$ cat config.mk
export PLATFORM = sky130hd
export DESIGN_NAME = fetch_pc_gen
export DESIGN_NICKNAME = d
export VERILOG_FILES = /design/src/rtl/fetch_pc_gen.sv
export SDC_FILE = /design/constraint.sdc
export NUM_CORES = 1
export LEC_CHECK = 0
export BUFFER_PORTS_ARGS = -buffer_cell sky130_fd_sc_hd__buf_2
export CORE_MARGIN = 5
export CORE_UTILIZATION = 40
export CTS_CLUSTER_DIAMETER = 100
export CTS_CLUSTER_SIZE = 14
export DETAILED_ROUTE_END_ITERATION = 7
export PLACE_DENSITY = 0.62
export SLEW_MARGIN = 20
export SYNTH_ARGS = -nofsm -noshare
export SYNTH_HDL_FRONTEND = slang
export SYNTH_SLANG_ARGS = --single-unit
$ cat constraint.sdc
create_clock -name clk -period 5.05 [get_ports clk]
set_input_delay 0.7575 -clock clk [delete_from_list [all_inputs] [get_ports clk]]
set_output_delay 0.7575 -clock clk [all_outputs]
set_load 0.02 [all_outputs]
$ cat src/rtl/fetch_pc_gen.sv
// Fetch-stage PC generator: registered fetch PC, next-PC selection and a
// direct-mapped BTB that predicts the next fetch group address.
module fetch_pc_gen #(
  parameter logic [31:0] RESET_PC    = 32'hbfc0_0000,
  parameter int          FETCH_WIDTH = 1,
  parameter int          BTB_ENTRIES = 16
) (
  input  logic        clk,
  input  logic        reset,
  input  logic        stall,
  input  logic        exc_valid,
  input  logic [31:0] exc_pc,
  input  logic        redirect_valid,
  input  logic [31:0] redirect_pc,
  input  logic        btb_upd_valid,
  input  logic [31:0] btb_upd_pc,
  input  logic [31:0] btb_upd_target,
  input  logic        btb_upd_taken,
  output logic [31:0] f_pc,
  output logic        f_valid,
  output logic        f_adel,
  output logic [31:0] pred_pc,
  output logic        pred_taken
);

  localparam int GRP_BYTES = 4 * FETCH_WIDTH;
  localparam int OFS_W     = $clog2(GRP_BYTES);
  localparam int IDX_W     = $clog2(BTB_ENTRIES);
  localparam int TAG_W     = 32 - OFS_W - IDX_W;

  logic [BTB_ENTRIES-1:0] btb_valid;
  logic [TAG_W-1:0]       btb_tag    [BTB_ENTRIES];
  logic [31:0]            btb_target [BTB_ENTRIES];

  logic [IDX_W-1:0] look_idx;
  logic [IDX_W-1:0] upd_idx;
  logic [TAG_W-1:0] look_tag;
  logic [TAG_W-1:0] upd_tag;
  logic             hit;
  logic [31:0]      seq_pc;
  logic [31:0]      next_pc;
  logic             unused_upd_ofs;

  assign look_idx       = f_pc[OFS_W +: IDX_W];
  assign look_tag       = f_pc[31 -: TAG_W];
  assign upd_idx        = btb_upd_pc[OFS_W +: IDX_W];
  assign upd_tag        = btb_upd_pc[31 -: TAG_W];
  assign unused_upd_ofs = ^btb_upd_pc[OFS_W-1:0];

  assign f_adel = (f_pc[1:0] != 2'b00);
  assign seq_pc = {f_pc[31:OFS_W], {OFS_W{1'b0}}} + 32'(GRP_BYTES);

  // A misaligned fetch address raises an address error, so never predict from it.
  assign hit        = btb_valid[look_idx] && (btb_tag[look_idx] == look_tag) && !f_adel;
  assign pred_taken = hit;
  assign pred_pc    = hit ? btb_target[look_idx] : seq_pc;

  // The first cycle out of reset fetches RESET_PC itself rather than skipping past it.
  always_comb begin
    next_pc = pred_pc;
    if (exc_valid)
      next_pc = exc_pc;
    else if (redirect_valid)
      next_pc = redirect_pc;
    else if (stall || !f_valid)
      next_pc = f_pc;
  end

  always_ff @(posedge clk or posedge reset) begin
    if (reset) begin
      f_pc    <= RESET_PC;
      f_valid <= 1'b0;
    end else begin
      f_pc    <= next_pc;
      f_valid <= 1'b1;
    end
  end

  always_ff @(posedge clk or posedge reset) begin
    if (reset) begin
      btb_valid <= '0;
    end else if (btb_upd_valid) begin
      if (btb_upd_taken)
        btb_valid[upd_idx] <= 1'b1;
      else if (btb_tag[upd_idx] == upd_tag)
        btb_valid[upd_idx] <= 1'b0;
    end
  end

  // Tag and target are qualified by the valid bit, so they need no reset.
  always_ff @(posedge clk) begin
    if (btb_upd_valid && btb_upd_taken) begin
      btb_tag[upd_idx]    <= upd_tag;
      btb_target[upd_idx] <= btb_upd_target;
    end
  end

endmodule

Word level (Yosys, flattened, before mapping)
Memories as Yosys holds them, arrays and structs flattened.
Index checks and enable logic that the tools add are counted.
Word-level totals
  flip-flop bits (word level): 49
  logic and storage cells: 37
  output and inout port bits: 67
  input port bits: 135
  memories: 2
  memory bits (writable): 928
Memory list
  btb_target: words 16, bits a word 32, read ports 1, clocked after memory_dff 0, wr ports 1, line 33  | logic [31:0] btb_target [BTB_ENTRIES];
  btb_tag: words 16, bits a word 26, read ports 2, clocked after memory_dff 0, wr ports 1, line 32  | logic [TAG_W-1:0] btb_tag [BTB_ENTRIES];
Operators by class
  $add $sub $neg: 1
  bitwise logic cells: 3
  $lt $le $gt $ge: 3
  mux-type cells: 12
  reductions and logical operators: 10
  equality and inequality tests: 3
Operator list (count)
  $mux 32: 4
  $eq 26x26->1: 2
  $add 32x3->32 const B: 1
  $mux 16: 2
  $and 16x16->16: 1
  $not 16->16: 1
  $or 16x16->16: 1
  $lt 4x5->1 const B: 2
  $bmux 1 s4: 1
  $demux 1 s4: 1
  $ge 4x1->1 const B: 1
  $logic_and 1x1->1: 4
  $mux 1: 4
  $reduce_bool 2->1: 2
  $ne 3x3->1 const B: 1
  $logic_not 1->1: 2
  $reduce_and 2->1: 1
  $logic_or 1x1->1: 1

Longest topological paths before layout
  depth after elaboration: 8
  gate-level depth with buffers: 15
  gate-level depth less buffers: 9

Least setup slack after synthesis
OpenSTA, ideal clock, no wires.
  path kind: input -> register
  start point: in btb_upd_pc[4]
  end point: mem btb_tag[4][0] (netlist name), enable pin
  path buffers: 3
  setup slack: -1.800 ns
  library setup time: 0.547 ns
  stages on the path: 5
  arrival: 6.302 ns
  required time: 4.503 ns
  cell sequence: clkbuf_1 buf_1 clkbuf_1 nand4b_1 nor3_1
RTL lines
  start, declared: line 16  | input logic [31:0] btb_upd_pc,
  end, declared: line 32
Straight into the memory's write port.

Worst setup path in the final report
  start point: reg f_pc[2]
  end point: out pred_pc[31]
Between the ends
  cells in the longest elaborated chain, start to end: 5
  elaborated cells on any way between the ends: 9
  classes of those cells: add/sub: 1; eq/ne: 1; mux: 3; reduce/logical: 2; memory: 2
RTL lines
  start, declared: line 19  | output logic [31:0] f_pc,
  start signal, assigned: line 74  | f_pc <= next_pc;
  $mem_v2 16x26 or $bmux 1 s4 (tied branches)
  $eq 26x26->1 or $mux 1 (tied branches): line 54  | assign hit = btb_valid[look_idx] && (btb_tag[look_idx] == look_tag) && !f_adel;
  $logic_and 1x1->1 (2 in series): line 54
  $mux 32 *: line 56  | assign pred_pc = hit ? btb_target[look_idx] : seq_pc;
  end, declared: line 22  | output logic [31:0] pred_pc,
Every way passes the cells marked *; elsewhere a longest branch is shown, timed or not. The select of a mux whose other input is x is not followed.

==> PnR_summary.wiki <==
{| class="wikitable"
! Metric !! Value
|-
| Result of the run || complete, no violations
|-
| Number of DRC markers after the initial detailed-route iteration || 3023
|-
| DRT Wirelength || 131000 µm
|-
| Final Core Density || 46.3%
|-
| Hold violation count in the final report || 0
|-
| Synthesized area per cell || 19.8 µm²
|-
| Share of layout cells above drive strength 1 || 36.7%
|-
| Number of fillers in the final layout || 8992
|-
| Clock power frac || 32.5%
|-
| Maximum frequency from static timing analysis || 0.198 GHz
|-
| Most frequently used flop master after synthesis || edfxtp_1
|-
| GRT Residual Overflow || 0
|-
| Maximum clock skew at final layout || 0.0412 ns
|-
| Max cap viols || 0
|-
| Clock transition at the registers of the reported paths || 0.07 ns
|-
| CTS Buf Count || 79
|-
| Flops & latches, synth || 977
|-
| Category of the worst setup path capture point || output port
|-
| Worst-path cell with the longest stage delay || or4_4
|-
| Post-detail-place hpwl || 82500 µm
|-
| Via count of the routed design || 24500
|-
| Count of unique library cells instantiated by Yosys || 74
|-
| Internal power summed over all cells || 13300 µW
|-
| Leading post-synthesis cells by cell area || edfxtp_1 (65%), mux4_2 (19%), mux2i_1 (2.4%)
|-
| Final setup TNS || 0 ns
|-
| Net switching power || 4580 µW
|-
| Starting utilization of the core area || 40.2%
|-
| Max transition margin || 27.0%
|-
| Overall fraction of global-route tracks in use || 22.9%
|-
| Number of pins with negative max-slew slack in the final report || 0
|-
| Data arrival at the endpoint of the critical path || 4.29 ns
|-
| Antenna-violating nets left || 0
|-
| Cell type with the highest occurrence count on the critical path || buf_6
|-
| Routability cong. || 0.949
|-
| Global-route wire length before repair || 186000 µm
|-
| Proportion of total power due to net switching || 25.7%
|-
| Peak fanout along the critical path || 13
|-
| Root Buffer Master || clkbuf_16
|-
| Fraction of synthesized cell area taken by the top area cell type || 64.9%
|-
| Antenna violations before repair || 18
|-
| CP Buf/Inv Count || 5
|-
| Ratio of total power to cell area || 361 nW/µm²
|-
| Die Footprint || 114000 µm²
|-
| Share of synthesized registers carrying an async set or reset || 5.02%
|-
| Crit path max-delay family || simple AND/OR/NAND/NOR gates
|-
| Register area share after synthesis || 67.8%
|-
| Maximum buffer depth of the clock tree || 3
|-
| Number of endpoints failing setup at the final stage || 0
|-
| Peak per-stage delay on the critical path || 0.59 ns
|-
| Synthesis-to-finish area growth || 15.2%
|-
| Share of the cycle needed by the critical path after routing || 100%
|-
| Number of hold buffers added after cts || 0
|-
| CTS H-tree lvls || 3
|-
| Final #Nets || 2595
|-
| CTS tree || yes
|-
| Cell Rows || 120
|-
| Core Region || 107000 µm²
|-
| R2R cell count || 14
|-
| Proportion of power drawn by combinational gates || 16.0%
|-
| Number of port buffers || 199
|-
| Number of enable flip-flop cells after synthesis || 928
|-
| Max rail drop VDD || 0.231 mV
|-
| Worst skew pair latency || 0.67 ns
|-
| Type of origin of the critical path || flip-flop
|-
| Setup slack of the worst register-to-register path || 1.04 ns
|-
| Die boundary width || 338 µm
|-
| Number of DRC violations after detailed routing || 0
|-
| Post-synthesis cell area || 43000 µm²
|-
| Via density || 6.25
|-
| Pin count of the biggest net entering global routing || 103
|-
| Floorplan die height || 338 µm
|-
| RR Endpoint || f_pc[5]
|-
| Worst-margin pin slew || 1.09 ns
|-
| Register area || 29100 µm²
|-
| Relative contribution of sequential cells to total power || 51.5%
|-
| Mapped Nets || 2308
|-
| Setup WS pre-CTS || 0.334 ns
|-
| DR WL/cell || 33.4 µm
|-
| Cell type with the highest aggregate area in the netlist || edfxtp_1
|-
| Cell chain of the critical path || buf_6 -> buf_4 -> mux4_2 -> nor2_1 -> or4_1 -> nand4_1 -> or4_4 -> nor4_4 -> nand4_4 -> buf_12 -> buf_16 -> mux2_4 -> buf_6
|-
| Unrepaired setup endpoints after global routing || yes
|-
| Combined area of the multi-input logic cells || 13400 µm²
|-
| Number of global-route vias before repair || 24700
|-
| Hold WC Path Type || in -> async
|-
| Startpoint of the most critical register-to-register path || f_pc[2]
|-
| Io pins || 202
|-
| Number of optimization iterations in the first detailed-route pass || 8
|-
| Number of warnings issued by yosys || 0
|-
| Leakage power figure || 0.0162 µW
|-
| Final worst slack || 0.000484 ns
|-
| Number of standard cells after synthesis || 2172
|-
| Clock sink count || 977
|-
| Startpoint-to-endpoint class of the critical path || reg -> out
|-
| Data required time at the worst endpoint || 4.29 ns
|-
| Period minus WS final || 5.05 ns
|}
==> cell type report <==
class                           instances  area share (%)
Antenna cell                            2          0.0101
Clock buffer                          129            4.42
Clock inverter                          6           0.195
Inverter                               25           0.200
Multi-Input combinational cell       1023            27.0
Sequential cell                       977            58.9
Tap cell                             1403            3.55
Timing Repair Buffer                  353            5.72
==> cells in the final DEF, fill, tap and decap left out, types with 24 or more instances in the layout <==
master	n
buf_6	24
buf_4	115
mux2i_1	98
mux4_2	364
buf_2	176
clkbuf_16	80
a22o_1	27
edfxtp_1	928
xnor2_1	54
dfrtp_1	36
buf_12	29
clkbuf_1	49
nor2_1	65
nand2_1	53
==> kinds of logic (layout without fill, tap and decap cells) <==
kind of cell,Yosys count,after routing,synth area share (%)
AND/OR/NAND/NOR,278,278,3.25
flip-flops,977,977,67.8
buffers and inverters,172,513,1.88
multiplexers,500,500,22.4
other,1,3,0.00873
XOR/XNOR,73,73,1.49
AO/OA/AOI/OAI,170,170,3.14
adder cells (fa/ha/maj),1,1,0.0291
==> through the flow <==
step	hold WS, ns	total power [µW]	area [µm²]	cells
final	0.303	17800	49500	3918
after global routing	0.351	18400	49500	3916
after CTS	0.320	17900	49300	3914
after detailed placement	0.491	12000	46300	3744
after global placement	0.478	12000	46300	3744
after floorplan	0.461	10900	43000	2172
==> power groups by stage <==
stage | Clock (µW) | Combinational, µW | Sequential, µW
floorplan | 0 | 1650 | 9300
global placement | 0 | 2590 | 9370
detailed placement | 0 | 2620 | 9380
CTS | 5910 | 2800 | 9180
global route | 6240 | 2980 | 9190
finish | 5800 | 2860 | 9190
==> registers in the layout, indices dropped and copies added (netlist names), named ones only <==
register and count:
f_valid 1, btb_target 512, btb_tag 416, f_pc 32
==> synth_stat cells, drive strengths merged (14+ instances only) <==
| cell type | number |
|---|---|
| dfrtp | 40 |
| mux2i | 104 |
| nor3 | 28 |
| nand3 | 22 |
| o21ai | 22 |
| nand4 | 23 |
| a22o | 27 |
| edfxtp | 928 |
| a22oi | 14 |
| mux2 | 32 |
| nor2b | 17 |
| buf | 74 |
| a21oi | 16 |
| xnor2 | 56 |
| clkbuf | 73 |
| inv | 24 |
| xor2 | 17 |
| nor2 | 82 |
| mux4 | 364 |
| nand2 | 53 |
==> worst reg2reg max path: cells and delay by family (launching register included) <==
| kind | cells | cell delay [ns] |
|---|---|---|
| AND/OR/NAND/NOR | 6 | 1.35 |
| multiplexers | 2 | 0.92 |
| AO/OA/AOI/OAI | 1 | 0.30 |
| buffers and inverters | 5 | 0.88 |
| flip-flops | 1 | 0.44 |
==> layer usage <==
layer | global-route usage [%] | wire length, µm | vias up
met2 | 35.7 | 60400 | 1395
met3 | 6.56 | 14800 | 189
li1 | - | - | 9707
met1 | 32.5 | 52500 | 13200
met5 | 0 | 34 | -
met4 | 4.89 | 2930 | 6
==> worst max path at each step <==
stage                        from             to  slack, ns  depth (start not counted)
floorplan           btb_upd_pc[2]  btb_tag[1][0]      -0.56                          7
global placement          f_pc[3]    pred_pc[23]       0.36                         11
detailed placement        f_pc[3]    pred_pc[23]       0.33                         11
CTS                       f_pc[3]    pred_pc[27]      -0.02                         15
global route              f_pc[2]    pred_pc[29]      -0.10                         15
finish                    f_pc[2]    pred_pc[31]     0.0005                         13
==> what timing repair did <==
action / CTS / global route
gates resized for setup: 70 / 38
buffers inserted: 31 / 3
pin swaps: 14 / 4
endpoints found under the setup margin: 33 / 33
cloned: 4 / 0
Note: power is estimated with default switching activity, not from simulation.
